==> config.mk <==
export PLATFORM = sky130hd
export DESIGN_NAME = if_fetch_ctrl
export DESIGN_NICKNAME = d
export VERILOG_FILES = /design/src/rtl/if_fetch_ctrl.sv
export SDC_FILE = /design/constraint.sdc
export NUM_CORES = 1
export LEC_CHECK = 0
export CELL_PAD_IN_SITES_DETAIL_PLACEMENT = 1
export CELL_PAD_IN_SITES_GLOBAL_PLACEMENT = 1
export CORE_MARGIN = 2
export CORE_UTILIZATION = 36
export DETAILED_ROUTE_END_ITERATION = 12
export DONT_BUFFER_PORTS = 1
export PLACE_DENSITY = 0.7
export SKIP_LAST_GASP = 1
export SYNTH_ARGS = -nofsm -noshare
export SYNTH_HDL_FRONTEND = slang
export SYNTH_SLANG_ARGS = --single-unit
==> constraint.sdc <==
create_clock -name clk -period 4.7 [get_ports clk]
set_input_delay 0.94 -clock clk [delete_from_list [all_inputs] [get_ports clk]]
set_output_delay 0.94 -clock clk [all_outputs]
set_load 0.1 [all_outputs]
==> src/rtl/if_fetch_ctrl.sv <==
// rtl/if_fetch_ctrl.sv - instruction fetch controller: request FSM, IF buffer, skid entry, DE register
// Optional stall-cycle counter enabled by defining IF_STALL_CNT_EN.
module if_fetch_ctrl #(
    parameter logic [31:0] RESET_PC = 32'h0000_0000,
    parameter logic [31:0] NOP_INST = 32'h0000_0013
) (
    input  logic        clk,
    input  logic        rst_n,
    input  logic        stall_IF,
    input  logic        flush_DE,
    input  logic        br_taken,
    input  logic [31:0] br_target,
    output logic        imem_req_valid,
    output logic [31:0] imem_req_addr,
    input  logic        imem_req_ready,
    input  logic        imem_rsp_valid,
    input  logic [31:0] imem_rsp_data,
    output logic [31:0] inst_IF,
    output logic        valid_IF,
    output logic [31:0] pc_DE,
    output logic [31:0] inst_DE,
    output logic        valid_DE,
    output logic [31:0] stall_cnt
);

    typedef enum logic [1:0] {S_IDLE, S_REQ, S_WAIT} state_t;

    state_t      r_state;
    logic [31:0] r_pc_fetch;
    logic        r_epoch;
    logic        r_req_epoch;
    logic [31:0] r_req_pc;
    logic        r_valid_IF;
    logic [31:0] r_pc_IF;
    logic [31:0] r_inst_IF;
    logic        r_skid_valid;
    logic [31:0] r_skid_pc;
    logic [31:0] r_skid_inst;
    logic [31:0] r_pc_DE;
    logic [31:0] r_inst_DE;
    logic        r_valid_DE;

    logic w_req_fire;
    logic w_rsp_fire;
    logic w_adv;
    logic w_de_load;

    // A redirect withdraws the request in the same cycle so it can never be accepted.
    assign imem_req_valid = (r_state == S_REQ) && !r_skid_valid && !br_taken;
    assign imem_req_addr  = r_pc_fetch;
    assign w_req_fire     = imem_req_valid && imem_req_ready;
    assign w_rsp_fire     = (r_state == S_WAIT) && imem_rsp_valid
                            && (r_req_epoch == r_epoch) && !br_taken;
    assign w_adv          = r_valid_IF && !stall_IF && !br_taken;
    assign w_de_load      = w_adv && !flush_DE;

    assign inst_IF  = r_valid_IF ? r_inst_IF : NOP_INST;
    assign valid_IF = r_valid_IF;
    assign pc_DE    = r_pc_DE;
    assign inst_DE  = r_inst_DE;
    assign valid_DE = r_valid_DE;

    always_ff @(posedge clk or negedge rst_n) begin
        if (!rst_n) begin
            r_state      <= S_IDLE;
            r_pc_fetch   <= RESET_PC;
            r_epoch      <= 1'b0;
            r_req_epoch  <= 1'b0;
            r_req_pc     <= 32'h0;
            r_valid_IF   <= 1'b0;
            r_pc_IF      <= 32'h0;
            r_inst_IF    <= NOP_INST;
            r_skid_valid <= 1'b0;
            r_skid_pc    <= 32'h0;
            r_skid_inst  <= NOP_INST;
            r_pc_DE      <= 32'h0;
            r_inst_DE    <= NOP_INST;
            r_valid_DE   <= 1'b0;
        end else begin
            case (r_state)
                S_IDLE: r_state <= S_REQ;
                S_REQ: begin
                    if (w_req_fire) begin
                        r_state     <= S_WAIT;
                        r_pc_fetch  <= r_pc_fetch + 32'd4;
                        r_req_pc    <= r_pc_fetch;
                        r_req_epoch <= r_epoch;
                    end
                end
                S_WAIT: begin
                    if (imem_rsp_valid) begin
                        r_state <= S_REQ;
                    end
                end
                default: r_state <= S_IDLE;
            endcase

            if (br_taken) begin
                r_pc_fetch <= br_target;
                r_epoch    <= !r_epoch;
            end

            if (br_taken) begin
                r_valid_IF   <= 1'b0;
                r_skid_valid <= 1'b0;
            end else if (w_adv) begin
                if (r_skid_valid) begin
                    r_pc_IF      <= r_skid_pc;
                    r_inst_IF    <= r_skid_inst;
                    r_skid_valid <= w_rsp_fire;
                    r_skid_pc    <= r_req_pc;
                    r_skid_inst  <= imem_rsp_data;
                end else if (w_rsp_fire) begin
                    r_pc_IF   <= r_req_pc;
                    r_inst_IF <= imem_rsp_data;
                end else begin
                    r_valid_IF <= 1'b0;
                end
            end else if (w_rsp_fire) begin
                if (!r_valid_IF) begin
                    r_valid_IF <= 1'b1;
                    r_pc_IF    <= r_req_pc;
                    r_inst_IF  <= imem_rsp_data;
                end else begin
                    r_skid_valid <= 1'b1;
                    r_skid_pc    <= r_req_pc;
                    r_skid_inst  <= imem_rsp_data;
                end
            end

            // Bubbles keep pc_DE so the hazard unit still sees the last real PC.
            if (w_de_load) begin
                r_pc_DE    <= r_pc_IF;
                r_inst_DE  <= r_inst_IF;
                r_valid_DE <= 1'b1;
            end else begin
                r_inst_DE  <= NOP_INST;
                r_valid_DE <= 1'b0;
            end
        end
    end

`ifdef IF_STALL_CNT_EN
    logic [31:0] r_stall_cnt;

    always_ff @(posedge clk or negedge rst_n) begin
        if (!rst_n) begin
            r_stall_cnt <= 32'h0;
        end else if (stall_IF && (r_stall_cnt != 32'hFFFF_FFFF)) begin
            r_stall_cnt <= r_stall_cnt + 32'd1;
        end
    end

    assign stall_cnt = r_stall_cnt;
`else
    assign stall_cnt = 32'h0;
`endif

endmodule

# Word-level counts from Yosys, hierarchy flattened

Index checks and enable logic that the tools add are counted.

Output and inout bits: 163
Input bits: 71
Bits in registers: 263
Word-level logic and storage cells: 91

Reductions and logical operators: 29
Add/subtract/negate cells: 1
Bitwise gates (word level): 1
Equal/unequal tests: 9
Multiplexer cells: 37

Operator list:

| kind                  | count |
|---|---|
| $mux 32               | 23 |
| $add 32x3->32 const B | 1 |
| $mux 1                | 11 |
| $reduce_bool 2->1     | 5 |
| $logic_and 1x1->1     | 9 |
| $reduce_and 2->1      | 4 |
| $reduce_and 4->1      | 2 |
| $ne 2x2->1 const B    | 3 |
| $ne 3x3->1 const B    | 2 |
| $pmux 2 s3            | 1 |
| $reduce_bool 3->1     | 2 |
| $logic_not 1->1       | 5 |
| $mux 2                | 2 |
| $reduce_and 3->1      | 1 |
| $eq 2x1->1 const B    | 1 |
| $eq 2x2->1 const B    | 1 |
| $logic_not 2->1       | 1 |
| $ne 2x1->1 const B    | 1 |
| $eq 1x1->1            | 1 |
| $not 1->1             | 1 |

# Logic depth before layout (Yosys ltp)

Word-level depth: 8
Mapped depth: 7

# Worst setup path after synthesis

Ideal clock, no wire load.

Path type: in2reg
From: input port br_taken
To: register r_req_pc[29]
Path slack: -0.886 ns
Arrival time: 5.460 ns
Data required time: 4.574 ns
Library setup time: 0.126 ns
Stages: 6
Cells stage by stage: clkbuf_1 -> nor4b_1 -> nand2_1 -> clkbuf_1 -> clkbuf_1 -> mux2_2

Word-level cells in the longest chain between the ends: 4

Ends and longest elaborated chain:

| element                           | RTL line | text |
|---|---|---|
| start: declaration                | 11       | `input logic br_taken,` |
| $logic_not 1->1                   | 49       | `assign imem_req_valid = (r_state == S_REQ) && !r_skid_valid && !br_taken;` |
| $logic_and 1x1->1                 | 49       |  |
| named net imem_req_valid          | 13       | `output logic imem_req_valid,` |
| $logic_and 1x1->1                 | 51       | `assign w_req_fire = imem_req_valid && imem_req_ready;` |
| $reduce_and 2->1 (no source line) | -        |  |
| end signal: assignment            | 86       | `r_req_pc <= r_pc_fetch;` |
| end: declaration                  | 32       | `logic [31:0] r_req_pc;` |

The timed path passes the listed nets, and every way through them passes these cells.
A chain may end at the register's enable or synchronous reset.

# Final worst setup path

From: register r_valid_IF, in the netlist valid_IF
To: output port inst_IF[18]

Word-level cells in the longest chain between the ends: 1

Ends and longest elaborated chain:

| element                  | RTL line | text |
|---|---|---|
| start: declaration       | 33       | `logic r_valid_IF;` |
| start signal: assignment | 70       | `r_valid_IF <= 1'b0;` |
| start signal: assignment | 104      | `r_valid_IF <= 1'b0;` |
| start signal: assignment | 117      | `r_valid_IF <= 1'b0;` |
| $mux 32                  | 57       | `assign inst_IF = r_valid_IF ? r_inst_IF : NOP_INST;` |
| end: declaration         | 18       | `output logic [31:0] inst_IF,` |

No other way between the ends.

==> impl_metrics.py <==
metrics = {
    "critical_path": {
        "crit_type": "reg -> out",
        "cp.required_ns": 3.76,
        "crit_family": "flip-flops",
        "start_kind": "flip-flop",
        "worstPathCellList": "and2_1",
        "cp_max_fo": 41,
        "rrSetupSlack_ns": 1.82,
        "slowest_stage": "dfrtp_2",
        "crit_path_end_kind": "primary output",
        "critPathBufInv": 0,
        "arrival_ns": 2.56,
        "crit_path_max_incr_delay_ns": 1.07,
    },
    "sta": {
        "relSlewSlack_pct": 23.9,
        "min_period_ns": 3.50,
        "drv_slew": 0,
        "fmax_mhz": 285,
        "setup_violations": 0,
        "hold_viol_final": 0,
        "rsz0062_at_grt": "false",
        "fin_tns_setup_ns": 0,
        "period_share_pct": 74.5,
        "tightest_slew_ns": 1.14,
        "clock_skew_ns": 0.0105,
    },
    "synthesis": {
        "ys_seq_area_share_pct": 57.3,
        "synth_ff_type": "dfrtp_1",
        "synthTopCellsByArea": "dfrtp_1, mux2_2, and2_1",
        "netlist_instances": 860,
        "synth-edff-count": 0,
        "synth_top_area_share_pct": 55.2,
        "yosysTopAreaCell": "dfrtp_1",
        "synthDistinctLibCells": 46,
        "synth-async-reset-ratio_pct": 100,
        "synth_seq_cells": 263,
        "avgSynthCellArea_um2": 13.4,
        "syn_area_um2": 11500,
        "ys_warn_count": 0,
    },
    "die": {
        "die_area_um2": 33400,
        "fp.dieH_um": 183,
        "pin_count": 234,
        "start_util_pct": 36.6,
        "num_rows": 65,
        "die_width_um": 183,
        "core_um2": 31500,
    },
    "cells_and_area": {
        "final_nets": 934,
        "drive_gt1_share_pct": 38.4,
        "area_growth_pct": 11.3,
        "diodes": 0,
        "fin_util_pct": 40.7,
    },
    "placement": {
        "hpwlAfterDp_mm": 16.9,
        "gp_congestion": 0.747,
        "port_buffers": 0,
    },
    "route": {
        "antenna_left": 0,
        "drt_wl_total_mm": 26.4,
        "routed_via_density": 5.18,
        "drtPass1Iterations": 4,
        "initialDrtViolationCount": 320,
        "vias": 6651,
        "wl_per_cell_um": 20.6,
        "drc": 0,
    },
    "job": {
        "cap_violations": 0,
    },
    "grt": {
        "gr-total-overflow": 0,
        "grt_pass1_vias": 7116,
        "track_usage_pct": 15.9,
        "grt_max_degree": 264,
        "busiest_layer": "met2",
        "met3_usage_pct": 5.08,
        "gr-usage-met1_pct": 20.8,
        "met2_usage_pct": 25.9,
        "grt_pass1_wl_mm": 41.9,
        "antenna_found_initial": 1,
    },
    "clock_network": {
        "clockBufferDepth": 3,
        "clkSlewWorstSetupHoldPaths_ns": 0.06,
        "numCtsBuffers": 30,
        "cts-root-buf": "clkbuf_16",
        "clock_latency_ns": 0.55,
        "cts_tree": "built",
        "h-tree-depth": 1,
        "cts_hold_buffers": 0,
        "cts_sinks": 263,
        "cts_setup_buffers": 0,
        "cts_resized": 0,
    },
    "power_and_ir_drop": {
        "vdd_drop_max_mv": 0.284,
        "p_per_area_nw_per_um2": 492,
        "power.leakage_nw": 5.85,
    },
    "hold_path": {
        "hp-class": "in -> async",
    },
    "status": {
        "status": "finished clean",
    },
}
kinds of logic after synthesis:
logic type               synth area share (%)
AO/OA/AOI/OAI                            3.06
XOR/XNOR                                0.913
adder cells (fa/ha/maj)                 0.109
buffers and inverters                    4.11
flip-flops                               57.3
multiplexers                             25.1
other                                  0.0326
AND/OR/NAND/NOR                          9.34
metrics by stage:
step                setup slack, ns  std cells  power, mW  hold WS [ns]  cell area, µm²
global placement               1.71       1232       4.10         0.482           11900
detailed placement             1.68       1232       4.15         0.488           11900
floorplan                     0.660        891       3.92         0.462           11600
finish                         1.20       1283       6.30         0.100           12800
CTS                            1.13       1283       6.40        0.0623           12800
global route                   1.08       1283       6.62        0.0624           12800
Yosys cell counts (3+ instances only):
cell      instances
nor4_1            3
inv_1             4
buf_4            32
or3_1             7
mux2_2          256
nand3_1          15
o21ai_0          19
xor2_1            5
nand2_1          35
and2_1           59
o31ai_1           9
a31oi_1          13
o211ai_1          6
nand4_1           9
nand2b_1         10
dfstp_2           9
buf_2            21
and3_1            4
clkbuf_1         25
dfrtp_1         254
nor2_1           14
or4_1            13
xnor2_1           7
flip-flops by register name, summed over array words and instances (netlist names):
register,flops
inst_DE,32
valid_DE,1
r_skid_valid,1
r_req_epoch,1
valid_IF,1
r_req_pc,32
r_epoch,1
r_inst_IF,32
pc_DE,32
r_state,2
r_skid_pc,32
r_pc_IF,32
imem_req_addr,32
r_skid_inst,32
cell type report:
type / instances / area (µm²)
Fill cell: 3208 / 18700
Inverter: 4 / 15.0
Sequential cell: 263 / 6590
Tap cell: 402 / 503
Clock buffer: 48 / 910
Timing Repair Buffer: 20 / 150
Clock inverter: 3 / 17.5
Multi-Input combinational cell: 543 / 4620
routing by layer:
layer	up-vias	wire length [µm]
met5	-	0
met4	0	384
met3	33	2200
met2	193	12100
met1	3444	11700
li1	2981	-
cells in the final DEF, fill, tap and decap left out, drive strengths merged, types with 6 or more instances in the layout:
cell,instances
dfstp,9
nand2,35
o21ai,19
conb,32
mux2,256
nand3,15
nor2,14
xnor2,7
buf,20
or4,15
clkbuf,48
dfrtp,254
nand2b,10
a31oi,13
and2,59
nand4,9
o211ai,6
or3,8
o31ai,9
report_power, final:
part           leakage, nW  total (mW)  switching (mW)  internal (mW)
combinational         1.96       0.939           0.473          0.466
sequential            3.44        3.16           0.475           2.68
clock                0.452        2.21           0.900           1.31
total                 5.85        6.30            1.85           4.45
worst paths after layout:
kind                                   start                 to  depth (start not counted)
min                                    rst_n      r_inst_IF[30]                          0
max in group asynchronous              rst_n           valid_IF                          0
max reg2reg                imem_req_addr[15]  imem_req_addr[23]                          4
max                                 valid_IF        inst_IF[18]                          1
min reg2reg                     r_inst_IF[1]         inst_DE[1]                          1
min in group clk                    br_taken           valid_IF                          1
(Power assumes the default switching activity.)
